**config.mk**
```make
export PLATFORM = sky130hd
export DESIGN_NAME = pll_lock_sequencer
export DESIGN_NICKNAME = d
export VERILOG_FILES = /design/src/rtl/pll_lock_sequencer.sv
export SDC_FILE = /design/constraint.sdc
export NUM_CORES = 1
export LEC_CHECK = 0
export ABC_AREA = 1
export BUFFER_PORTS_ARGS = -buffer_cell sky130_fd_sc_hd__clkbuf_2
export CAP_MARGIN = 5
export CELL_PAD_IN_SITES_DETAIL_PLACEMENT = 1
export CELL_PAD_IN_SITES_GLOBAL_PLACEMENT = 2
export CORE_MARGIN = 3
export CORE_UTILIZATION = 32
export DETAILED_ROUTE_END_ITERATION = 10
export HOLD_SLACK_MARGIN = 0.08
export PLACE_DENSITY = 0.81
export SLEW_MARGIN = 20
export SYNTH_ARGS = -nofsm -noshare
export SYNTH_HDL_FRONTEND = slang
export SYNTH_SLANG_ARGS = --single-unit
```
**constraint.sdc**
```tcl
create_clock -name clk -period 1.98 [get_ports clk]
set_input_delay 0 -clock clk [delete_from_list [all_inputs] [get_ports clk]]
set_output_delay 0 -clock clk [all_outputs]
set_load 0.02 [all_outputs]
```
**src/rtl/pll_lock_sequencer.sv**
```systemverilog
// PLL lock supervisor: holds the PLL in reset, waits for lock with a bounded
// number of timed-out attempts, and releases the core reset once lock has
// been stable. Re-runs the sequence on loss of lock or on a restart request.
module pll_lock_sequencer #(
  parameter int RESET_HOLD_CYCLES   = 16,
  parameter int LOCK_TIMEOUT_CYCLES = 4096,
  parameter int LOCK_STABLE_CYCLES  = 256,
  parameter int MAX_RETRIES         = 7,
  parameter int CNT_W               = 16
) (
  input  logic       clk,
  input  logic       reset,
  input  logic       pll_lock,
  input  logic       restart,
  output logic       pll_resetb,
  output logic       core_reset,
  output logic       locked,
  output logic       fail,
  output logic [2:0] retry_count,
  output logic [7:0] lock_loss_count,
  output logic [2:0] state
);

  typedef enum logic [2:0] {
    ST_HOLD_RESET = 3'd0,
    ST_WAIT_LOCK  = 3'd1,
    ST_STABILIZE  = 3'd2,
    ST_RUN        = 3'd3,
    ST_FAIL       = 3'd4
  } state_t;

  // Terminal counts of the shared cycle counter for each timed state.
  localparam logic [CNT_W-1:0] HOLD_LAST    = CNT_W'(RESET_HOLD_CYCLES - 1);
  localparam logic [CNT_W-1:0] TIMEOUT_LAST = CNT_W'(LOCK_TIMEOUT_CYCLES - 1);
  localparam logic [CNT_W-1:0] STABLE_LAST  = CNT_W'(LOCK_STABLE_CYCLES - 1);
  localparam logic [2:0]       RETRY_LIMIT  = 3'(MAX_RETRIES);

  logic             sync_meta_reg;
  logic             lock_s_reg;
  state_t           state_reg, state_next;
  logic [CNT_W-1:0] cnt_reg, cnt_next;
  logic [2:0]       retry_reg, retry_next;
  logic [7:0]       loss_reg, loss_next;
  logic             pll_resetb_reg, pll_resetb_next;
  logic             core_reset_reg, core_reset_next;
  logic             locked_reg, locked_next;
  logic             fail_reg, fail_next;

  // Two-flop synchronizer bringing the asynchronous PLL lock into clk.
  always_ff @(posedge clk) begin
    if (reset) begin
      sync_meta_reg <= 1'b0;
      lock_s_reg    <= 1'b0;
    end else begin
      sync_meta_reg <= pll_lock;
      lock_s_reg    <= sync_meta_reg;
    end
  end

  // Next-state, counter and event bookkeeping; outputs decoded from the next
  // state so the registered outputs change on the same edge as the state.
  always_comb begin
    state_next = state_reg;
    cnt_next   = cnt_reg;
    retry_next = retry_reg;
    loss_next  = loss_reg;
    if (restart) begin
      state_next = ST_HOLD_RESET;
      cnt_next   = '0;
      retry_next = 3'd0;
    end else begin
      case (state_reg)
        ST_HOLD_RESET: begin
          if (cnt_reg == HOLD_LAST) begin
            state_next = ST_WAIT_LOCK;
            cnt_next   = '0;
          end else begin
            cnt_next = cnt_reg + CNT_W'(1);
          end
        end
        ST_WAIT_LOCK: begin
          // Lock wins over a timeout that falls on the same cycle.
          if (lock_s_reg) begin
            state_next = ST_STABILIZE;
            cnt_next   = '0;
          end else if (cnt_reg == TIMEOUT_LAST) begin
            cnt_next = '0;
            if (retry_reg == RETRY_LIMIT) begin
              state_next = ST_FAIL;
            end else begin
              retry_next = retry_reg + 3'd1;
              state_next = ST_HOLD_RESET;
            end
          end else begin
            cnt_next = cnt_reg + CNT_W'(1);
          end
        end
        ST_STABILIZE: begin
          // A dropout here gets a fresh timeout window, not a retry.
          if (!lock_s_reg) begin
            state_next = ST_WAIT_LOCK;
            cnt_next   = '0;
          end else if (cnt_reg == STABLE_LAST) begin
            state_next = ST_RUN;
            cnt_next   = '0;
            retry_next = 3'd0;
          end else begin
            cnt_next = cnt_reg + CNT_W'(1);
          end
        end
        ST_RUN: begin
          if (!lock_s_reg) begin
            state_next = ST_HOLD_RESET;
            cnt_next   = '0;
            if (loss_reg != 8'hFF) begin
              loss_next = loss_reg + 8'd1;
            end
          end
        end
        ST_FAIL: begin
          state_next = ST_FAIL;
        end
        default: begin
          state_next = ST_HOLD_RESET;
          cnt_next   = '0;
        end
      endcase
    end

    pll_resetb_next = !((state_next == ST_HOLD_RESET) || (state_next == ST_FAIL));
    core_reset_next = (state_next != ST_RUN);
    locked_next     = (state_next == ST_RUN);
    fail_next       = (state_next == ST_FAIL);
  end

  // State, counter and registered output updates.
  always_ff @(posedge clk) begin
    if (reset) begin
      state_reg      <= ST_HOLD_RESET;
      cnt_reg        <= '0;
      retry_reg      <= 3'd0;
      loss_reg       <= 8'd0;
      pll_resetb_reg <= 1'b0;
      core_reset_reg <= 1'b1;
      locked_reg     <= 1'b0;
      fail_reg       <= 1'b0;
    end else begin
      state_reg      <= state_next;
      cnt_reg        <= cnt_next;
      retry_reg      <= retry_next;
      loss_reg       <= loss_next;
      pll_resetb_reg <= pll_resetb_next;
      core_reset_reg <= core_reset_next;
      locked_reg     <= locked_next;
      fail_reg       <= fail_next;
    end
  end

  assign pll_resetb      = pll_resetb_reg;
  assign core_reset      = core_reset_reg;
  assign locked          = locked_reg;
  assign fail            = fail_reg;
  assign retry_count     = retry_reg;
  assign lock_loss_count = loss_reg;
  assign state           = state_reg;

endmodule

```
=== Yosys cells after proc, flatten, opt, wreduce, memory -nomap -nowiden ===
Index checks and enable logic that the tools add are counted.

* Bits in registers: 36
* Input port bits: 4
* Output and inout bits: 18
* Logic and storage cells: 65

* Add/subtract/negate cells: 3
* Equal/unequal tests: 18
* Muxes and demuxes: 22
* Bitwise operators: 3
* Reduce and logical (&&, ||, !) cells: 9

{| class="wikitable"
|+ Operators by type and width
! cell !! count
|-
| $mux W16 || 6
|-
| $pmux W16 S5 || 1
|-
| $mux W3 || 13
|-
| $add A16 B1 Y16 const B || 1
|-
| $eq A16 B12 Y1 const B || 1
|-
| $eq A16 B4 Y1 const B || 1
|-
| $eq A16 B8 Y1 const B || 1
|-
| $pmux W3 S5 || 1
|-
| $ne A2 B2 Y1 const B || 6
|-
| $eq A3 B2 Y1 const B || 3
|-
| $eq A3 B3 Y1 const B || 3
|-
| $add A8 B1 Y8 const B || 1
|-
| $ne A8 B8 Y1 const B || 1
|-
| $logic_not A3 Y1 || 2
|-
| $pmux W3 S2 || 1
|-
| $reduce_and A6 Y1 || 1
|-
| $reduce_and A4 Y1 || 1
|-
| $add A3 B1 Y3 const B || 1
|-
| $eq A3 B1 Y1 const B || 1
|-
| $ne A3 B2 Y1 const B || 1
|-
| $not A1 Y1 || 3
|-
| $reduce_and A2 Y1 || 1
|-
| $reduce_bool A2 Y1 || 1
|-
| $reduce_or A2 Y1 || 1
|-
| other kinds (2) || 2
|}

=== Longest topological paths before layout ===
Gate-level depths: netlist of run 1.

* Word-level depth: 9
* Gate-level depth with buffers: 11
* Mapped depth without buffers: 11

=== Least setup slack after synthesis of run 1 ===
Ideal clock, no wire load.

* Path kind: reg-to-reg
* From: register loss_reg[0] (netlist: lock_loss_count[0])
* To: register loss_reg[0] (netlist: lock_loss_count[0])
* Library setup time: 0.132 ns
* Arrival: 1.513 ns
* Required time: 1.848 ns
* Path slack: 0.335 ns
* Stages on the path, launching flop included: 10
* Path buffers: 1
* Clock period less this slack: 1.645 ns
* Path through: dfxtp_1 > ha_1 > nand2_1 > nor2_2 > nand4_1 > nand2_1 > inv_1 > buf_4 > o21ai_0 > a21oi_1

* Word-level cells in the longest chain between the ends: 2
* Elaborated cells on any way between the ends: 3
* Those cells by class: add/sub: 1; eq/ne: 1; reduce/logical: 1

{| class="wikitable"
|+ Ends and longest elaborated chain
! what !! RTL line !! source
|-
| start, declared || 43 || <nowiki>logic [7:0] loss_reg, loss_next;</nowiki>
|-
| start signal, assigned || 151 || <nowiki>loss_reg <= loss_next;</nowiki>
|-
| parallel branches: the longest is 2 deep, another holds $add A8 B1 Y8 || - ||
|}

Parallel ways; which one is timed is not known.
A chain may end at the register's enable or synchronous reset.

=== Final worst setup path of run 1 ===
* From: register cnt_reg[0]
* To: register cnt_reg[2]

* Word-level cells in the longest chain between the ends: 4
* Elaborated cells on any way between the ends: 10
* Those cells by class: add/sub: 1; eq/ne: 3; mux: 6

{| class="wikitable"
|+ Ends and longest elaborated chain
! what !! RTL line !! source
|-
| start, declared || 41 || <nowiki>logic [CNT_W-1:0] cnt_reg, cnt_next;</nowiki>
|-
| start signal, assigned || 149 || <nowiki>cnt_reg <= cnt_next;</nowiki>
|-
| $add A16 B1 Y16, or another cell as far along || 78, 95, 108 ||
|-
| $mux W16, on equally long branches || 103, 86 ||
|-
| $mux W16, on equally long branches || 100, 83 ||
|-
| $pmux W16 S5 (*) || 72 || <nowiki>case (state_reg)</nowiki>
|}

Every way passes the cells marked *; elsewhere a longest branch is shown, timed or not.

==> metrics.txt, run 1 <==
Max-cap violations=0; cell depth of the worst setup path=9; slowest cell on the critical path=sky130_fd_sc_hd__dfxtp_1; HP Class=reg -> reg; clk slew on worst S/H paths=0.08 ns; largest stage delay on the critical path=0.37 ns; TritonCTS Buffers=5; Area growth, synth to finish=18.4%; endpoint type of the worst setup path=flip-flop; share of async-settable or async-resettable flops after synthesis=0%; drt initial violations=40; NumNets Final=313; origin of the critical flop-to-flop path=cnt_reg[0]; outcome=completed; core region area=5610 sq um; Tightest Pin Transition=0.324 ns; library cells used by synthesis=27; # placed instances=366; arrival time of data at the critical path endpoint=1.82 ns; worst path required time=2.17 ns; RSZ-0062 raised after global routing=false; wire length reported by the detailed router=4330 microns; non-filler instance count after layout=378; net count after synthesis=280; total number of vias=1725; placed cell area=2080 sq um; Remaining Overflow, GRT=0; minimum clock period=1.63 ns; number of cells traversed by the worst hold path=2; fraction of synthesized cell area taken by the top area cell type=38.2%; most area-consuming cells after synthesis=sky130_fd_sc_hd__dfxtp_1 (38%), sky130_fd_sc_hd__nand2_1 (14%), sky130_fd_sc_hd__nor2_1 (7.6%); Clock Tree Buf Depth=2; y dimension of the die=82.7 microns; Design Power=1.43 mW; count of state elements after synthesis=36; maximum number of pins on one net before global-route repair=13; top cell types by occurrence after synthesis=sky130_fd_sc_hd__nand2_1 (69), sky130_fd_sc_hd__nor2_1 (38), sky130_fd_sc_hd__dfxtp_1 (36); Worst setup SP type=flip-flop; number of DRC violations after detailed routing=0; initial antenna violation count=0; fill cell instance count of the final layout=769; cell family with the largest share of critical-path delay=simple AND/OR/NAND/NOR gates; overall fraction of global-route tracks in use=14.1%; boundary pin count=22; relative max-transition margin=78.4%; final weighted congestion in routability-driven placement=0.721; final count of pins violating max slew=0; cell at the root of the clock tree=sky130_fd_sc_hd__clkbuf_8; Worst Setup Slack post-DPL=0.336 ns; cell taking the most area after synthesis=sky130_fd_sc_hd__dfxtp_1; Clock H-tree levels=2; most repeated cell in the gate-level netlist after synthesis=sky130_fd_sc_hd__nand2_1; Worst Skew=0.00553 ns; Setup Buffers After CTS=0; Final Hold Viols=0; clock latency of the later-clocked register in the worst-skew pair=0.29 ns; Cell Chain, Critical Path=ha_1 -> nand3_4 -> nor2_8 -> nand2_1 -> nand2_2 -> nand3_2 -> o21bai_4 -> buf_4 -> nor2_1; Final ANT Viol Nets=0; Cell Rows=27; Peak Freq=612 MHz; total number of clock tree sinks=36; instance count of the mapped netlist=272; count of input and output buffers=21; leakage power summed over all cells=1.04 nW; Horiz. Die Dim=82.7 microns; DPL Wire Length=3400 microns; Reg2Reg Setup Slack=0.35 ns; fraction of the cycle the final worst path needs=82.5%; via density per instance=4.56; crit-path max FO=8; global-route wire length before repair=7380 microns; aggregate negative setup slack=0 ns; number of flip-flops under the largest register name=16; startpoint of the most critical setup path=cnt_reg[0]; Worst Setup Slack, final=0.346 ns; average detailed-routed wire length per instance=11.5 microns; area of the die=6850 sq um; worst supply voltage drop on vdd=0.000312 V; part of the Yosys area used for sequential elements=38.2%; critical setup path kind=reg -> reg; Syn. warnings=0; number of flops mapped to enable cells by yosys=0; share of the core filled with cells=39.8%; startpoint of the worst hold path=sync_meta_reg; # setup viols final=0; critical path buffer and inverter count=1; worst hold slack=0.410 ns; Final Instance Area=2230 sq um; fraction of final layout cells sized beyond drive strength 1=20.3%; antenna cell count=0; vias in the first global route=1674; synthesized area per cell=6.93 sq um; TritonCTS clock tree=done; cell count of the worst reg-to-reg path=9; detailed-router iteration count before antenna repair=4; initial core utilization=33.6%; Cell Pwr Density=639 nW/um^2; Post-synth top flop=sky130_fd_sc_hd__dfxtp_1; cell area after synthesis=1880 sq um
[path summary, 6_finish.rpt]
kind / end
hold reg to reg: lock_s_reg
setup / recovery: cnt_reg[2]
setup reg to reg: cnt_reg[2]
hold / removal: lock_s_reg
[tightest hold or removal path: stages (launching register included)]
cell	delay (ns)
sky130_fd_sc_hd__dfxtp_1	0.30
sky130_fd_sc_hd__inv_1	0.04
sky130_fd_sc_hd__nor2_1	0.03
[placed cells by master (no fill, tap or decap), drive strengths merged, types with 2 or more instances in the layout]
cell         Yosys  routed
nand2           75      75
nor2            54      54
inv             40      40
dfxtp           36      36
clkbuf           0      26
nand3           22      22
o21ai           10      10
a21oi            8       8
xor2             5       5
nand4            4       4
nor3             4       4
ha               4       4
dlygate4sd3      0       4
buf              2       3
nand3b           2       2
xnor2            2       2
[kinds of logic (layout without fill, tap and decap cells)]
| logic type | after synthesis | count (layout) | synth area share, % |
|---|---|---|---|
| and+or+nand+nor | 162 | 162 | 40.2 |
| xor gates and xnor gates | 7 | 7 | 3.25 |
| DFF | 36 | 36 | 38.2 |
| buffers and inverters | 42 | 76 | 9.16 |
| AOI/OAI and AO/OA | 21 | 21 | 6.51 |
| adders and majority gates | 4 | 4 | 2.66 |
[timing repair]
action | CTS | global route
hold endpoints to repair | 9 | 0
gates resized for setup | 0 | 0
hold buffers | 4 | 0
[layout make-up]
class                   instances  area (sq um)  area share, %
clock buffers                   5          68.8           3.08
repair buffers                 28           168           7.52
multi-input cells             194           991           44.4
well taps                      72          90.1           4.04
flip-flops and latches         36           721           32.3
clock inverters                 3          42.5           1.91
inverters                      40           150           6.73
[per-layer routing]
layer,vias to the layer above,GRT usage (%),wire [microns],share of wire [%]
met1,786,18.0,2170,50
li1,911,-,-,-
met5,-,0,0,0
met2,22,23.1,1970,45
met4,0,4.90,63,1.5
met3,6,3.36,134,3.1
[where the power goes]
| group | leakage, nW | total (mW) | internal, mW | switching (mW) |
|---|---|---|---|---|
| Clock | 0.0541 | 0.655 | 0.373 | 0.282 |
| Combinational | 0.695 | 0.0409 | 0.0177 | 0.0233 |
| Sequential | 0.291 | 0.730 | 0.727 | 0.00306 |
No activity file was read; power rests on OpenSTA's default activity.
==> run 2, diff against run 1 <==
--- a/config.mk
+++ b/config.mk
@@ -11,10 +11,10 @@
 export CELL_PAD_IN_SITES_DETAIL_PLACEMENT = 1
 export CELL_PAD_IN_SITES_GLOBAL_PLACEMENT = 2
 export CORE_MARGIN = 3
-export CORE_UTILIZATION = 32
+export CORE_UTILIZATION = 29
 export DETAILED_ROUTE_END_ITERATION = 10
 export HOLD_SLACK_MARGIN = 0.08
-export PLACE_DENSITY = 0.81
+export PLACE_DENSITY = 0.78
 export SLEW_MARGIN = 20
 export SYNTH_ARGS = -nofsm -noshare
 export SYNTH_HDL_FRONTEND = slang
==> constraint.sdc (replaced) <==
create_clock -name clk -period 1.5 [get_ports clk]
set_input_delay 0 -clock clk [delete_from_list [all_inputs] [get_ports clk]]
set_output_delay 0 -clock clk [all_outputs]
set_load 0.02 [all_outputs]
==> run 2 against run 1 <==
  * The flow now finishes with violations (negative setup slack)
  * Cell count up 10%
  * Sequential share of layout area down 4.9 points
  * Non-clock buffer count up 36
  * Highest routed layer unchanged
  * Die area up 9.6%
  * Via count up 11%
  * First-iteration DRC count unchanged
  * Final area up 22%
  * Utilization up 4.9 points
  * Clock skew up 0.0011 ns
==> metrics.txt, run 2 (synthesis gave the netlist of run 1 again) <==
critical setup path kind=reg -> reg (unchanged); TritonCTS clock tree=done (unchanged); DPL Wire Length=3730 microns (was 3400 microns); crit-path max FO=6 (was 8); HP Class=reg -> reg (unchanged); Cell Rows=28 (was 27); cell at the root of the clock tree=sky130_fd_sc_hd__clkbuf_8 (unchanged); wire length reported by the detailed router=5400 microns (was 4330 microns); most common cell after layout, fill and taps aside=sky130_fd_sc_hd__nand2_1 (unchanged); Area growth, synth to finish=44.6% (was 18.4%); antenna cell count=0 (unchanged); drt initial violations=40 (unchanged); Remaining Overflow, GRT=0 (unchanged); maximum number of pins on one net before global-route repair=13 (unchanged); P_int=1.40 mW (was 1.12 mW); detailed-router iteration count before antenna repair=4 (unchanged); number of DRC violations after detailed routing=0 (unchanged); Cell Pwr Density=665 nW/um^2 (was 639 nW/um^2); end of the worst hold path=lock_s_reg (unchanged); # setup viols final=12 (was 0); switching pwr=407 uW (was 308 uW); vias in the first global route=1994 (was 1674); clock latency of the later-clocked register in the worst-skew pair=0.29 ns (about the same); cell count of the worst reg-to-reg path=10 (was 9); overall fraction of global-route tracks in use=14.9% (was 14.1%); placed cell area=2330 sq um (was 2080 sq um); total number of vias=1917 (was 1725); y dimension of the die=86.6 microns (was 82.7 microns); Worst Setup Slack, final=-0.0367 ns (was 0.346 ns); capturing point of the worst reg2reg path=cnt_reg[15] (was cnt_reg[2]); leakage power summed over all cells=1.26 nW (was 1.04 nW); number of cells traversed by the worst hold path=2 (unchanged); final weighted congestion in routability-driven placement=0.737 (was 0.721); fraction of final layout cells sized beyond drive strength 1=42.4% (was 20.3%); Reg2Reg Setup Slack=-0.04 ns (was 0.35 ns); Clock Tree Buf Depth=2 (unchanged); Worst Setup Slack post-DPL=-0.0712 ns (was 0.336 ns); fraction of power consumed by sequential logic=53.1% (was 51.2%); origin of the critical flop-to-flop path=cnt_reg[0] (unchanged); core region area=6100 sq um (was 5610 sq um); Final Hold Viols=0 (unchanged); count of input and output buffers=21 (unchanged); initial core utilization=30.9% (was 33.6%); minimum clock period=1.54 ns (was 1.63 ns); Clock H-tree levels=2 (unchanged); Peak Freq=651 MHz (was 612 MHz); startpoint of the worst hold path=sync_meta_reg (unchanged); non-filler instance count after layout=417 (was 378); total number of clock tree sinks=36 (unchanged); initial antenna violation count=0 (unchanged); fraction of the cycle the final worst path needs=102% (was 82.5%); outcome=finished, violations left (was completed); arrival time of data at the critical path endpoint=1.72 ns (was 1.82 ns); Horiz. Die Dim=86.6 microns (was 82.7 microns); RSZ-0062 raised after global routing=true (was false); Final Instance Area=2730 sq um (was 2230 sq um); boundary pin count=22 (unchanged); worst supply voltage drop on vdd=0.000396 V (was 0.000312 V); via density per instance=4.60 (was 4.56); proportion of power drawn by the clock network=42.6% (was 45.9%); endpoint type of the worst setup path=flip-flop (unchanged); Switching Share=22.5% (was 21.6%); share of the core filled with cells=44.7% (was 39.8%); final count of pins violating max slew=0 (unchanged); global-route wire length before repair=8900 microns (was 7380 microns); Worst setup SP type=flip-flop (unchanged); Worst Skew=0.00662 ns (was 0.00553 ns); violations in the final reports=negative setup slack; highest-count cells in the layout ignoring fill and taps=sky130_fd_sc_hd__nand2_1 (56), sky130_fd_sc_hd__buf_4 (34), sky130_fd_sc_hd__inv_1 (33), sky130_fd_sc_hd__nor2_1 (27), sky130_fd_sc_hd__clkbuf_2 (21) (was sky130_fd_sc_hd__nand2_1 (69), sky130_fd_sc_hd__nor2_1 (38), sky130_fd_sc_hd__dfxtp_1 (36), sky130_fd_sc_hd__inv_1 (35), sky130_fd_sc_hd__clkbuf_2 (21)); NumNets Final=350 (was 313); number of flip-flops under the largest register name=16 (unchanged); Tightest Pin Transition=0.384 ns (was 0.324 ns); relative max-transition margin=74.2% (was 78.4%); Max-cap violations=0 (unchanged); clk slew on worst S/H paths=0.08 ns (about the same); proportion of power drawn by combinational gates=4.3% (was 2.9%); TritonCTS Buffers=5 (unchanged); Final ANT Viol Nets=0 (unchanged); average detailed-routed wire length per instance=13.0 microns (was 11.5 microns); worst path required time=1.68 ns (was 2.17 ns); area of the die=7500 sq um (was 6850 sq um); # placed instances=398 (was 366)
run 2: repair_timing:
| item | in CTS | in global routing |
|---|---|---|
| endpoints found under the hold margin | 9 | 0 |
| endpoints found under the setup margin | 20 | 33 |
| hold buffers | 4 | 0 |
| gates cloned | 1 | 1 |
| pin swaps | 5 | 14 |
| resized for setup | 17 | 46 |
| setup buffers | 4 | 3 |
run 2: final cells by class:
class                      count  area (sq um)
multi-input combinational    194          1160
sequential                    36           746
clock buffer                   7          96.3
fill                         779          3370
timing repair buffer          64           465
inverter                      40           154
tap                           75          93.8
timing repair inverter         1          7.51
run 2: worst max path at each step:
stage | start | end | slack (ns) | depth (start not counted)
floorplan | lock_loss_count[0] | lock_loss_count[0] | -0.003 | 9
global placement | cnt_reg[1] | cnt_reg[15] | 0.01 | 9
detailed placement | cnt_reg[14] | cnt_reg[15] | -0.07 | 9
CTS | cnt_reg[0] | cnt_reg[15] | -0.05 | 10
global route | cnt_reg[10] | retry_count[1] | -0.14 | 11
finish | cnt_reg[0] | cnt_reg[15] | -0.04 | 10
run 2: stage by stage:
step,hold WS (ns),TNS (ns),power [mW]
global route,0.437,-1.68,1.89
CTS,0.408,-0.543,1.84
floorplan,0.0650,-0.00308,1.01
global placement,0.196,0,1.04
finish,0.398,-0.337,1.81
detailed placement,0.204,-0.753,1.04
run 2: critical path, stage by stage (launching register included):
cell and delay [ns]:
sky130_fd_sc_hd__dfxtp_2 0.36, sky130_fd_sc_hd__ha_4 0.15, sky130_fd_sc_hd__nand3_4 0.12, sky130_fd_sc_hd__nor2_8 0.14, sky130_fd_sc_hd__nand2_2 0.08, sky130_fd_sc_hd__nand2_2 0.09, sky130_fd_sc_hd__nand3_4 0.09, sky130_fd_sc_hd__o21bai_4 0.14
sky130_fd_sc_hd__buf_6 0.13, sky130_fd_sc_hd__buf_12 0.11, sky130_fd_sc_hd__nor2_2 0.03
run 2: power by group through the flow:
| stage | clock network [mW] | logic (mW) | registers [mW] |
|---|---|---|---|
| 2_1_floorplan | 0 | 0.0320 | 0.982 |
| 3_3_place_gp | 0 | 0.0555 | 0.983 |
| 3_5_place_dp | 0 | 0.0567 | 0.983 |
| 4_1_cts | 0.794 | 0.0828 | 0.961 |
| 5_1_grt | 0.841 | 0.0870 | 0.962 |
| 6_report | 0.772 | 0.0776 | 0.961 |
run 2: per-layer routing:
| layer | vias to the layer above | global-route usage, % | wire (microns) |
|---|---|---|---|
| li1 | 985 | - | - |
| met1 | 883 | 18.8 | 2510 |
| met2 | 33 | 24.7 | 2580 |
| met3 | 16 | 3.71 | 180 |
| met4 | 0 | 5.52 | 128 |
| met5 | - | 0 | 0 |
==> run 3, diff against run 2 <==
--- a/config.mk
+++ b/config.mk
@@ -5,16 +5,15 @@
 export SDC_FILE = /design/constraint.sdc
 export NUM_CORES = 1
 export LEC_CHECK = 0
-export ABC_AREA = 1
 export BUFFER_PORTS_ARGS = -buffer_cell sky130_fd_sc_hd__clkbuf_2
 export CAP_MARGIN = 5
 export CELL_PAD_IN_SITES_DETAIL_PLACEMENT = 1
 export CELL_PAD_IN_SITES_GLOBAL_PLACEMENT = 2
 export CORE_MARGIN = 3
-export CORE_UTILIZATION = 29
+export CORE_UTILIZATION = 31
 export DETAILED_ROUTE_END_ITERATION = 10
 export HOLD_SLACK_MARGIN = 0.08
-export PLACE_DENSITY = 0.78
+export PLACE_DENSITY_LB_ADDON = 0.1
 export SLEW_MARGIN = 20
 export SYNTH_ARGS = -nofsm -noshare
 export SYNTH_HDL_FRONTEND = slang
==> run 3 against run 2 <==
  * The run still ends with negative setup slack left
  * Non-clock buffer count rose by 16
  * Via count fell by 14%
  * Total power decreased by 3.6%
  * Register-to-register slack got worse by 0.40 ns
  * First-iteration DRC count shrank 18%
  * Clock power fell by 6.0%
  * Final area decreased by 1.0%
  * Critical endpoint is now cnt_reg[4]
  * Largest power group unchanged
==> metrics.txt, run 3 <==
share of async-settable or async-resettable flops after synthesis=0% (unchanged); NumNets Final=281 (was 350); P_int=1.35 mW (was 1.40 mW); Final ANT Viol Nets=0 (unchanged); critical setup path kind=reg -> reg (unchanged); overall fraction of global-route tracks in use=18.7% (was 14.9%); most repeated cell in the gate-level netlist after synthesis=sky130_fd_sc_hd__dfxtp_1 (was sky130_fd_sc_hd__nand2_1); number of flip-flops under the largest register name=16 (unchanged); cell family with the largest share of critical-path delay=simple AND/OR/NAND/NOR gates (unchanged); switching pwr=396 uW (was 407 uW); Tightest Pin Transition=0.619 ns (was 0.384 ns); fill cell instance count of the final layout=586 (was 779); Post-synth top flop=sky130_fd_sc_hd__dfxtp_1 (unchanged); initial antenna violation count=0 (unchanged); drt initial violations=33 (was 40); simple logic cell fraction of the synthesized area=31.1% (was 40.2%); global-route wire length before repair=8960 microns (was 8900 microns); Peak Freq=517 MHz (was 651 MHz); RSZ-0062 raised after global routing=true (unchanged); Worst setup SP type=flip-flop (unchanged); highest-count cells in the layout ignoring fill and taps=sky130_fd_sc_hd__buf_4 (49), sky130_fd_sc_hd__nor2_1 (29), sky130_fd_sc_hd__dfxtp_1 (22), sky130_fd_sc_hd__clkbuf_2 (21), sky130_fd_sc_hd__nand2_1 (14) (was sky130_fd_sc_hd__nand2_1 (56), sky130_fd_sc_hd__buf_4 (34), sky130_fd_sc_hd__inv_1 (33), sky130_fd_sc_hd__nor2_1 (27), sky130_fd_sc_hd__clkbuf_2 (21)); Worst Setup Slack, final=-0.432 ns (was -0.0367 ns); via density per instance=4.79 (was 4.60); # placed instances=326 (was 398); adder-cell share of the synthesized area=2.99% (was 2.66%); Design Power=1.75 mW (was 1.81 mW); number of DRC violations after detailed routing=0 (unchanged); final count of pins violating max slew=0 (unchanged); part of the Yosys area used for sequential elements=43.1% (was 38.2%); maximum number of pins on one net before global-route repair=12 (was 13); Cell Rows=26 (was 28); Worst Setup Slack post-DPL=-0.468 ns (was -0.0712 ns); synthesized area per cell=8.75 sq um (was 6.93 sq um); # setup viols final=28 (was 12); Area growth, synth to finish=61.4% (was 44.6%); proportion of power drawn by combinational gates=3.6% (was 4.3%); vias in the first global route=1870 (was 1994); net count after synthesis=199 (was 280); number of flops mapped to enable cells by yosys=0 (unchanged); non-filler instance count after layout=344 (was 417); library cells used by synthesis=39 (was 27); Final Hold Viols=0 (unchanged); critical path buffer and inverter count=1 (was 2); most common cell after layout, fill and taps aside=sky130_fd_sc_hd__buf_4 (was sky130_fd_sc_hd__nand2_1); Syn. warnings=0 (unchanged); arrival time of data at the critical path endpoint=2.12 ns (was 1.72 ns); fraction of power consumed by sequential logic=54.8% (was 53.1%); clk slew on worst S/H paths=0.08 ns (about the same); cell area after synthesis=1670 sq um (was 1880 sq um); Horiz. Die Dim=79.4 microns (was 86.6 microns); Remaining Overflow, GRT=0 (unchanged); largest family of logic cells by synthesized area=simple AND/OR/NAND/NOR gates (unchanged); Clock H-tree levels=2 (unchanged); Cell Pwr Density=647 nW/um^2 (was 665 nW/um^2); cell at the root of the clock tree=sky130_fd_sc_hd__clkbuf_8 (unchanged); count of input and output buffers=21 (unchanged); leakage power summed over all cells=1.17 nW (was 1.26 nW); instance count of the mapped netlist=191 (was 272); outcome=finished, violations left (unchanged); area used by sequential logic in the layout=748 sq um (was 746 sq um); TritonCTS clock tree=done (unchanged); fraction of the cycle the final worst path needs=129% (was 102%); count of state elements after synthesis=36 (unchanged); proportion of power drawn by the clock network=41.6% (was 42.6%); minimum clock period=1.93 ns (was 1.54 ns); top cell types by occurrence after synthesis=sky130_fd_sc_hd__dfxtp_1 (36), sky130_fd_sc_hd__nor2_1 (35), sky130_fd_sc_hd__nand2_1 (15) (was sky130_fd_sc_hd__nand2_1 (69), sky130_fd_sc_hd__nor2_1 (38), sky130_fd_sc_hd__dfxtp_1 (36)); violations in the final reports=negative setup slack (unchanged); aggregate negative setup slack=-9.05 ns (was -0.337 ns); initial core utilization=32.3% (was 30.9%); Clock Tree Buf Depth=2 (unchanged); cell taking the most area after synthesis=sky130_fd_sc_hd__dfxtp_1 (unchanged); worst hold slack=0.103 ns (was 0.398 ns); most area-consuming cells after synthesis=sky130_fd_sc_hd__dfxtp_1 (43%), sky130_fd_sc_hd__nor2_1 (7.9%), sky130_fd_sc_hd__xor2_1 (5.2%) (was sky130_fd_sc_hd__dfxtp_1 (38%), sky130_fd_sc_hd__nand2_1 (14%), sky130_fd_sc_hd__nor2_1 (7.6%)); total number of clock tree sinks=36 (unchanged); area of the die=6310 sq um (was 7500 sq um); Cell Chain, Critical Path=or4_4 -> nor4_4 -> o22ai_2 -> o31ai_4 -> buf_6 -> nor2_1 (was ha_4 -> nand3_4 -> nor2_8 -> nand2_2 -> nand2_2 -> nand3_4 -> o21bai_4 -> buf_6 -> buf_12 -> nor2_2); y dimension of the die=79.4 microns (was 86.6 microns); largest stage delay on the critical path=0.56 ns (was 0.36 ns); share of the synthesized area in compound gates (AO/OA/AOI/OAI)=7.26% (was 6.51%); relative max-transition margin=58.1% (was 74.2%); DPL Wire Length=3730 microns (about the same); clock latency of the later-clocked register in the worst-skew pair=0.29 ns (about the same); wire length reported by the detailed router=5250 microns (was 5400 microns); TritonCTS Buffers=5 (unchanged); HP Class=in -> reg (was reg -> reg); worst supply voltage drop on vdd=0.000414 V (was 0.000396 V); average detailed-routed wire length per instance=15.2 microns (was 13.0 microns); slowest cell on the critical path=sky130_fd_sc_hd__or4_4 (was sky130_fd_sc_hd__dfxtp_2); worst path required time=1.68 ns (about the same); antenna cell count=0 (unchanged); final weighted congestion in routability-driven placement=0.798 (was 0.737); multiplexer share of the synthesized area=2.99% (was 0%); detailed-router iteration count before antenna repair=4 (unchanged); xor/xnor cell area share of the yosys netlist=9.43% (was 3.25%); area taken by multi-input logic gates=1160 sq um (about the same); endpoint type of the worst setup path=flip-flop (unchanged); Worst Skew=0.00423 ns (was 0.00662 ns); crit-path max FO=7 (was 6); Max-cap violations=0 (unchanged); Switching Share=22.7% (was 22.5%); fraction of final layout cells sized beyond drive strength 1=51.5% (was 42.4%); fraction of synthesized cell area taken by the top area cell type=43.1% (was 38.2%); core region area=5170 sq um (was 6100 sq um); boundary pin count=22 (unchanged); total number of vias=1649 (was 1917)
run 3: layout make-up:
class | instances | share of cell area [%]
repair buffers | 80 | 21.6
inverters | 6 | 0.835
clock buffers | 6 | 3.06
well taps | 70 | 3.25
multi-input cells | 144 | 43.2
flip-flops and latches | 36 | 27.7
clock inverters | 2 | 0.371
run 3: worst paths after layout:
check | end | cells after the start | slack [ns] | from
setup / recovery | cnt_reg[4] | 6 | -0.43 | cnt_reg[4]
hold / removal | state[0] | 4 | 0.10 | restart
setup reg to reg | cnt_reg[4] | 6 | -0.43 | cnt_reg[4]
hold reg to reg | lock_s_reg | 1 | 0.45 | sync_meta_reg
run 3: what timing repair did:
| item | 4_1_cts | 5_1_grt |
|---|---|---|
| hold buffers | 3 | 0 |
| gates resized for setup | 36 | 14 |
| endpoints found under the setup margin | 33 | 33 |
| setup buffers | 6 | 3 |
| endpoints found under the hold margin | 10 | 0 |
| pin swaps | 22 | 12 |
run 3: per-layer routing:
layer | track usage (%) | up-vias | wire, microns
li1 | - | 822 | -
met1 | 20.9 | 797 | 2190
met2 | 34.2 | 21 | 2820
met3 | 3.72 | 9 | 106
met4 | 7.39 | 0 | 127
met5 | 0 | - | 0
run 3: stage by stage:
| step | area [sq um] | util (%) |
|---|---|---|
| 6_report | 2700 | 52.2 |
| 5_1_grt | 2700 | 52.2 |
| 4_1_cts | 2640 | 51.0 |
| 3_5_place_dp | 2310 | 44.6 |
| 3_3_place_gp | 2310 | 44.6 |
| 2_1_floorplan | 1790 | - |
run 3: cells by family after synthesis:
kind of cell | Yosys count
AO/OA/AOI/OAI | 18
XOR/XNOR | 18
adder cells (fa/ha/maj) | 4
buffers and inverters | 11
flip-flops | 36
multiplexers | 5
AND/OR/NAND/NOR | 99
run 3: power by group through the flow:
stage | clock [mW] | combinational [mW] | sequential, mW
detailed placement | 0 | 0.0525 | 0.979
CTS | 0.754 | 0.0630 | 0.956
global placement | 0 | 0.0499 | 0.979
global route | 0.798 | 0.0714 | 0.957
floorplan | 0 | 0.0272 | 0.979
finish | 0.726 | 0.0636 | 0.957
run 3: worst min-delay path: cells and delay by family:
kind                   cells  cell delay (ns)
buffers and inverters      1             0.09
and+or+nand+nor            3             0.26
